### config.mk
export PLATFORM = sky130hd
export DESIGN_NAME = sm_decoder_32
export DESIGN_NICKNAME = d
export VERILOG_FILES = /design/src/rtl/sm_decoder_defs.sv /design/src/rtl/sm_decoder_32_inv_digit_4.sv /design/src/rtl/sm_decoder_32.sv
export SDC_FILE = /design/constraint.sdc
export NUM_CORES = 1
export LEC_CHECK = 0
export CORE_MARGIN = 4
export CORE_UTILIZATION = 50
export DETAILED_ROUTE_END_ITERATION = 6
export MAX_ROUTING_LAYER = met4
export PLACE_DENSITY = 0.79
export SKIP_LAST_GASP = 1
export SYNTH_ARGS = -nofsm -noshare
export SYNTH_HDL_FRONTEND = slang
export SYNTH_HIERARCHICAL = 1
export SYNTH_SLANG_ARGS = --single-unit
### constraint.sdc
create_clock -name sys_clk -period 1.9 [get_ports sys_clk]
set_clock_uncertainty 0.2 [all_clocks]
set_input_delay 0.38 -clock sys_clk [delete_from_list [all_inputs] [get_ports sys_clk]]
set_output_delay 0.38 -clock sys_clk [all_outputs]
set_load 0.01 [all_outputs]
### src/rtl/sm_decoder_defs.sv
// Shared definitions for the two's-complement to sign-magnitude decoder.
// State encodings and default operand/digit widths live here only.
package sm_decoder_defs;

    localparam int DEF_WIDTH = 32;
    localparam int DEF_DIGIT = 4;

    typedef enum logic [1:0] {
        IDLE = 2'd0,
        CONV = 2'd1,
        DONE = 2'd2
    } state_t;

endpackage

### src/rtl/sm_decoder_32_inv_digit_4.sv
// One 4-bit slice of the invert-plus-one negation chain; purely combinational.
// The carry only ripples through a digit that is all zeros, so its NOR doubles as the zero detect.
module inv_digit_4 (
    input  logic [3:0] x,
    input  logic       cin,
    output logic [3:0] y,
    output logic       cout
);

    logic x_zero;

    assign x_zero = ~|x;
    assign y      = ~x + {3'b000, cin};
    assign cout   = cin & x_zero;

endmodule

### src/rtl/sm_decoder_32.sv
// Serial two's-complement to sign-magnitude converter, one DIGIT per cycle, fixed WIDTH/DIGIT cycle latency.
// Single-operand valid/ready handshake: in_ready only in IDLE, result held in DONE until out_ready.
module sm_decoder_32
    import sm_decoder_defs::*;
#(
    parameter int WIDTH = DEF_WIDTH,
    parameter int DIGIT = DEF_DIGIT
) (
    input  logic             sys_clk,
    input  logic             sys_rst,
    input  logic             in_valid,
    input  logic [WIDTH-1:0] in_data,
    output logic             in_ready,
    output logic             out_valid,
    input  logic             out_ready,
    output logic             out_sign,
    output logic [WIDTH-1:0] out_mag,
    output logic             out_zero
);

    localparam int NDIG  = WIDTH / DIGIT;
    localparam int NSUB  = DIGIT / 4;
    localparam int CW    = (NDIG > 1) ? $clog2(NDIG) : 1;

    state_t           state, state_nxt;
    logic [WIDTH-1:0] shreg;
    logic             carry;
    logic [CW-1:0]    cnt;

    logic             accept;
    logic             last_digit;
    logic [DIGIT-1:0] digit_in;
    logic [DIGIT-1:0] digit_neg;
    logic [DIGIT-1:0] digit_out;
    logic [NSUB:0]    chain;
    logic             carry_nxt;
    logic [WIDTH-1:0] shreg_nxt;

    // Negation is a ripple of 4-bit slices; the chain output seeds the next cycle's digit.
    assign digit_in = shreg[DIGIT-1:0];
    assign chain[0] = carry;

    for (genvar g = 0; g < NSUB; g++) begin : g_inv
        inv_digit_4 u_inv (
            .x    (digit_in[4*g +: 4]),
            .cin  (chain[g]),
            .y    (digit_neg[4*g +: 4]),
            .cout (chain[g+1])
        );
    end

    assign digit_out  = out_sign ? digit_neg : digit_in;
    assign carry_nxt  = out_sign ? chain[NSUB] : carry;
    assign shreg_nxt  = {digit_out, shreg[WIDTH-1:DIGIT]};
    assign last_digit = (cnt == CW'(NDIG - 1));

    assign in_ready  = (state == IDLE) && !sys_rst;
    assign out_valid = (state == DONE);
    assign accept    = in_valid && in_ready;

    always_comb begin
        state_nxt = state;
        case (state)
            IDLE:    if (accept)     state_nxt = CONV;
            CONV:    if (last_digit) state_nxt = DONE;
            DONE:    if (out_ready)  state_nxt = IDLE;
            default:                 state_nxt = IDLE;
        endcase
    end

    always_ff @(posedge sys_clk) begin
        if (sys_rst) begin
            state    <= IDLE;
            shreg    <= '0;
            carry    <= 1'b0;
            cnt      <= '0;
            out_sign <= 1'b0;
            out_mag  <= '0;
            out_zero <= 1'b0;
        end else begin
            state <= state_nxt;
            case (state)
                IDLE: begin
                    if (accept) begin
                        shreg    <= in_data;
                        out_sign <= in_data[WIDTH-1];
                        carry    <= 1'b1;
                        cnt      <= '0;
                    end
                end
                CONV: begin
                    shreg <= shreg_nxt;
                    carry <= carry_nxt;
                    cnt   <= cnt + CW'(1);
                    // Result registers only move on the final digit, so nothing partial is ever exposed.
                    if (last_digit) begin
                        out_mag  <= shreg_nxt;
                        out_zero <= (shreg_nxt == '0);
                    end
                end
                default: ;
            endcase
        end
    end

endmodule
After elaboration in Yosys (flattened, before gate mapping)
Index checks and enable logic that the tools add are counted.
{"block": "op_classes", "addsub": 2, "n_eq_ne": 7, "n_mux": 12, "bitwise": 2, "n_reduce_logical": 13}
{"operator": "32-bit one-hot mux with 2 select lines", "n": 1}
{"operator": "32-bit logical NOT", "n": 1}
{"operator": "32-bit 2-to-1 mux", "n": 1}
{"operator": "2-bit 2-to-1 mux", "n": 3}
{"operator": "2-bit != test, second input constant", "n": 3}
{"operator": "2-bit one-hot mux with 3 select lines", "n": 1}
{"operator": "3-bit one-hot mux with 2 select lines", "n": 1}
{"operator": "2-bit AND reduction", "n": 3}
{"operator": "3-bit AND reduction", "n": 2}
{"operator": "4-bit by 1-bit adder with 4-bit output", "n": 1}
{"operator": "4-bit 2-to-1 mux", "n": 1}
{"operator": "4-bit NOT", "n": 1}
{"operator": "4-bit OR reduction", "n": 1}
{"operator": "3-bit by 1-bit adder with 3-bit output, second input constant", "n": 1}
{"operator": "3-bit == test, second input constant", "n": 1}
{"operator": "3-bit 2-to-1 mux", "n": 1}
{"operator": "2-bit by 1-bit == test with 1-bit output, second input constant", "n": 1}
{"operator": "2-bit == test, second input constant", "n": 1}
{"operator": "1-bit logical AND", "n": 2}
{"operator": "1-bit logical NOT", "n": 2}
{"operator": "2-bit logical NOT", "n": 1}
{"operator": "1-bit 2-to-1 mux", "n": 2}
{"operator": "2-bit by 1-bit != test with 1-bit output, second input constant", "n": 1}
{"operator": "1-bit one-hot mux with 2 select lines", "n": 1}
{"operator": "2 further kinds", "n": 2}
{"block": "totals", "register_bits": 72, "in_bits": 36, "out_inout_bits": 36, "word_cells": 43}

Longest topological paths before layout
{"block": "depth", "depth_word": 5, "depth_mapped": 8, "depth_no_buf": 8}

Hierarchy
The synthesis kept the hierarchy.
{"mod": "sm_decoder_32", "instances": 1, "cells_per_inst": 373, "area_per_inst_um2": 3032.9, "seq_area_each_um2": 1441.4}
{"mod": "inv_digit_4", "instances": 1, "cells_per_inst": 9, "area_per_inst_um2": 75.1, "seq_area_each_um2": 0.0}

Worst setup path before layout
OpenSTA, ideal clock, no wires.
{"block": "synth_timing", "path_kind": "register to register", "startpoint": "reg shreg[0]", "endpoint": "reg out_zero", "setup_ps": 59, "arrival_time_ps": 1340, "required_ps": 1641, "path_slack_ps": 301, "stages_incl_launch_ff": 8, "path_buffers": 0, "period_less_slack_ps": 1599, "path_cell_list": "dfxtp_1 inv_1 ha_1 ha_1 mux2i_1 nand3_1 nor2_1 a41o_1"}
{"block": "synth_between", "elab_chain_cells": 4}
{"element": "start: declaration", "line": "sm_decoder_32.sv:26", "text": "logic [WIDTH-1:0] shreg;"}
{"element": "start signal: assignment", "line": "sm_decoder_32.sv:85", "text": "shreg <= in_data;"}
{"element": "start signal: assignment", "line": "sm_decoder_32.sv:92", "text": "shreg <= shreg_nxt;"}
{"element": "4-bit NOT", "line": "sm_decoder_32_inv_digit_4.sv:13", "text": "assign y = ~x + {3'b000, cin};"}
{"element": "4-bit by 1-bit adder with 4-bit output", "line": "sm_decoder_32_inv_digit_4.sv:13"}
{"element": "via digit_neg[1]", "line": "sm_decoder_32.sv:33", "text": "logic [DIGIT-1:0] digit_neg;"}
{"element": "4-bit 2-to-1 mux", "line": "sm_decoder_32.sv:52", "text": "assign digit_out = out_sign ? digit_neg : digit_in;"}
{"element": "32-bit logical NOT", "line": "sm_decoder_32.sv:98", "text": "out_zero <= (shreg_nxt == '0);"}
{"element": "end signal: assignment", "line": "sm_decoder_32.sv:98"}
{"element": "end: declaration", "line": "sm_decoder_32.sv:18", "text": "output logic out_zero"}
The timed path passes the listed nets, and every way through them passes these cells.
A chain may end at the register's enable or synchronous reset.

Worst setup path in the final report
{"block": "layout_timing", "startpoint": "reg out_mag[27]", "endpoint": "out out_mag[27]"}
{"element": "start: declaration", "line": "sm_decoder_32.sv:17", "text": "output logic [WIDTH-1:0] out_mag,"}
{"element": "start signal: assignment", "line": "sm_decoder_32.sv:97", "text": "out_mag <= shreg_nxt;"}
No word-level cell between the ends.

==> flow_summary_export.csv <==
group,metric,value,unit
status,status,"finished clean",
setup_path,crit_buf_inv,1,
setup_path,crit_path_end_kind,"output pin",
logic_synthesis,yosys-top-cells-area,"dfxtp_1, nand2_1, a311oi_1",
routing,first_pass_iters,5,
logic_synthesis,synth_cells,382,
power,irDropWorstVdd,541,uV
final_layout,regArea,1450,sq um
place,dp_hpwl,5370,um
clock_network,cts_tree,"done",
die,die_height,86.8,um
logic_synthesis,syn_avg_cell_area,8.14,sq um
sta,max_slew_margin,67.8,%
place,place_ws,0.0246,ns
logic_synthesis,async_flop_share,0,%
logic_synthesis,synth_commonest_cells,"nand2_1, dfxtp_1, nor2_1",
sta,fmax,538,MHz
clock_network,clock-sinks,72,
die,pin_count,72,
logic_synthesis,yosys_register_bits,72,
setup_path,worst-path-stages,1,
place,gp_congestion,0.800,
setup_path,worstReg2RegStart,"shreg[0]",
sta,fin_hold_ws,0.256,ns
clock_network,holdBufCountCts,0,
setup_path,path_class,"reg2out",
sta,tns,0,ns
setup_path,critical_path.top_delay_family,"buffers and inverters",
clock_network,numCtsBuffers,9,
setup_path,cp.arrival,1.28,ns
worst_hold_path,hp-class,"reg2reg",
clock_network,path_clk_slew,0.07,ns
setup_path,worstPathMaxFanout,2,
sta,hold_violations,0,
sta,slew_violations,0,
logic_synthesis,synth_cell_type_count,39,
clock_network,clk_latency,0.34,ns
logic_synthesis,synth_nets,422,
setup_path,rr_worst_depth,8,
setup_path,cpMaxStageDelayCell,"clkdlybuf4s50_1",
job,maxCapViolCount,0,
sta,finalCritPeriodShare,97.8,%
final_layout,drive_gt1_share,9.67,%
logic_synthesis,synth_edf_count,0,
worst_hold_path,hold_path_depth,2,
routing,drtAntennaViolNets,0,
global_route,overflow,0,
place,numPortBuffers,71,
global_route,grt_usage,22.4,%
clock_network,clockBufferDepth,2,
routing,vias,2907,
setup_path,critPathMaxStageDelay,0.58,ns
die,die_x,86.8,um
final_layout,syn_to_final_growth,32.3,%
global_route,antenna_found_initial,0,
global_route,grt_pass1_wl,13000,um
sta,worstMarginPinSlew,0.484,ns
setup_path,startpoint,"out_mag[27]",
routing,viasPerCell,5.48,
sta,rsz0062_at_grt,"false",
die,die_area,7540,sq um
clock_network,cts_root_buffer,"clkbuf_8",
worst_hold_path,min_from,"out_mag[9]",
logic_synthesis,synth_top_area_share,46.4,%
logic_synthesis,netlist_area,3110,sq um
die,rows,28,
setup_path,path_cells,"clkdlybuf4s50_1",
logic_synthesis,ys_warn_count,6,
setup_path,start_kind,"flop",
final_layout,finalNetCount,490,
logic_synthesis,synth_largest_area_cell,"dfxtp_1",
sta,setup-violations-final,0,
place,placed_cells,514,
routing,wl_per_cell,15.0,um
logic_synthesis,synth_most_common_cell,"nand2_1",
sta,period_minus_slack,1.86,ns
final_layout,post-route-util,68.6,%
final_layout,nFillCells,480,
routing,drtIter0Drc,236,
sta,fin_ws,0.0417,ns
setup_path,cp_data_required_time,1.32,ns
routing,drc_errors,0,
power,power_density,850,nW/um^2
logic_synthesis,yosysSeqAreaShare,46.4,%
logic_synthesis,synth_flop_cell,"dfxtp_1",
power,leakage,1.49,nW
global_route,first_global_vias,2737,
final_layout,multi_input_area,1440,sq um
die,core_area,5990,sq um
routing,wl,7940,um
global_route,grt_max_degree,65,
final_layout,antenna_cells,0,
die,start_util,51.9,%
final_layout,instances_no_fill,530,
clock_network,cts_max_level,3,
clock_network,post_cts_buffers,0,
==> path summary, 6_finish.rpt <==
kind	to	slack [ns]
max	out_mag[27]	0.04
min	out_mag[9]	0.26
max reg2reg	out_zero	0.09
min reg2reg	out_mag[9]	0.26
==> worst reg2reg max path, delay by kind of cell (launching register included) <==
family	cells	cell delay (ns)
simple gates	2	0.20
fa+ha+maj	2	0.48
compound gates	1	0.15
mux	1	0.16
flops	1	0.36
buf+inv	2	0.21
==> timing repair <==
action                     in CTS  in global routing
cloned                          0                  0
setup endpoints to repair       2                 20
resized for setup               2                  3
==> through the flow <==
stage | total power [W] | instance area (sq um)
2_1_floorplan | 0.00190 | 3110
6_report | 0.00349 | 4110
3_3_place_gp | 0.00205 | 3860
4_1_cts | 0.00351 | 4110
5_1_grt | 0.00363 | 4110
3_5_place_dp | 0.00206 | 3860
==> area by class of cell <==
type / instances / share of cell area (%)
inverters: 2 / 0.183
flip-flops and latches: 72 / 35.1
well taps: 75 / 2.28
repair buffers: 88 / 21.5
clock buffers: 9 / 3.01
multi-input cells: 277 / 34.9
clock inverters: 7 / 2.92
==> report_power, final <==
part / switching [W] / internal [W]
Combinational: 0.000190 / 0.000192
Sequential: 0.0000753 / 0.00157
Clock: 0.000588 / 0.000874
==> registers in the layout, indices dropped and copies added (netlist names) <==
| register | count |
|---|---|
| state | 2 |
| out_sign | 1 |
| out_mag | 32 |
| carry | 1 |
| out_zero | 1 |
| shreg | 32 |
| cnt | 3 |
==> cells by family (layout without fill, tap and decap cells) <==
family,Yosys count,count (layout),synth area share (%)
buffers and inverters,33,106,7.45
flip-flops,72,72,46.4
XOR/XNOR,2,2,0.564
AO/OA/AOI/OAI,75,75,16.7
AND/OR/NAND/NOR,192,192,26.0
adder cells (fa/ha/maj),4,4,1.61
multiplexers,4,4,1.33
==> per-layer routing <==
| layer | up-vias | GRT usage (%) | wire (um) |
|---|---|---|---|
| met1 | 1368 | 28.1 | 3470 |
| met5 | - | - | 0 |
| met3 | 14 | 3.42 | 395 |
| met4 | 0 | 9.21 | 131 |
| met2 | 83 | 35.9 | 3940 |
| li1 | 1442 | - | - |
==> layout by cell type, fill, tap and decap left out, drive strengths merged <==
cell type,Yosys,layout
bufinv,0,3
or2b,1,1
inv,2,2
a211oi,3,3
a41o,1,1
dlymetal6s2s,0,1
xnor2,2,2
clkinvlp,0,1
nand2b,3,3
a2111oi,1,1
a21o,2,2
a21oi,34,34
nor2b,1,1
buf,17,18
nor2,37,37
o31ai,1,1
nor3,4,4
clkinv,0,3
clkbuf,14,9
and2b,1,1
o21ai,1,1
dlygate4sd2,0,1
nand2,126,126
mux2i,3,3
ha,4,4
a311oi,29,29
and2,3,3
a31oi,3,3
or4,1,1
nor4,6,6
nand3,6,6
nand4,1,1
mux2,1,1
clkdlybuf4s50,0,68
nor3b,2,2
dfxtp,72,72
Note: power is estimated with default switching activity, not from simulation.
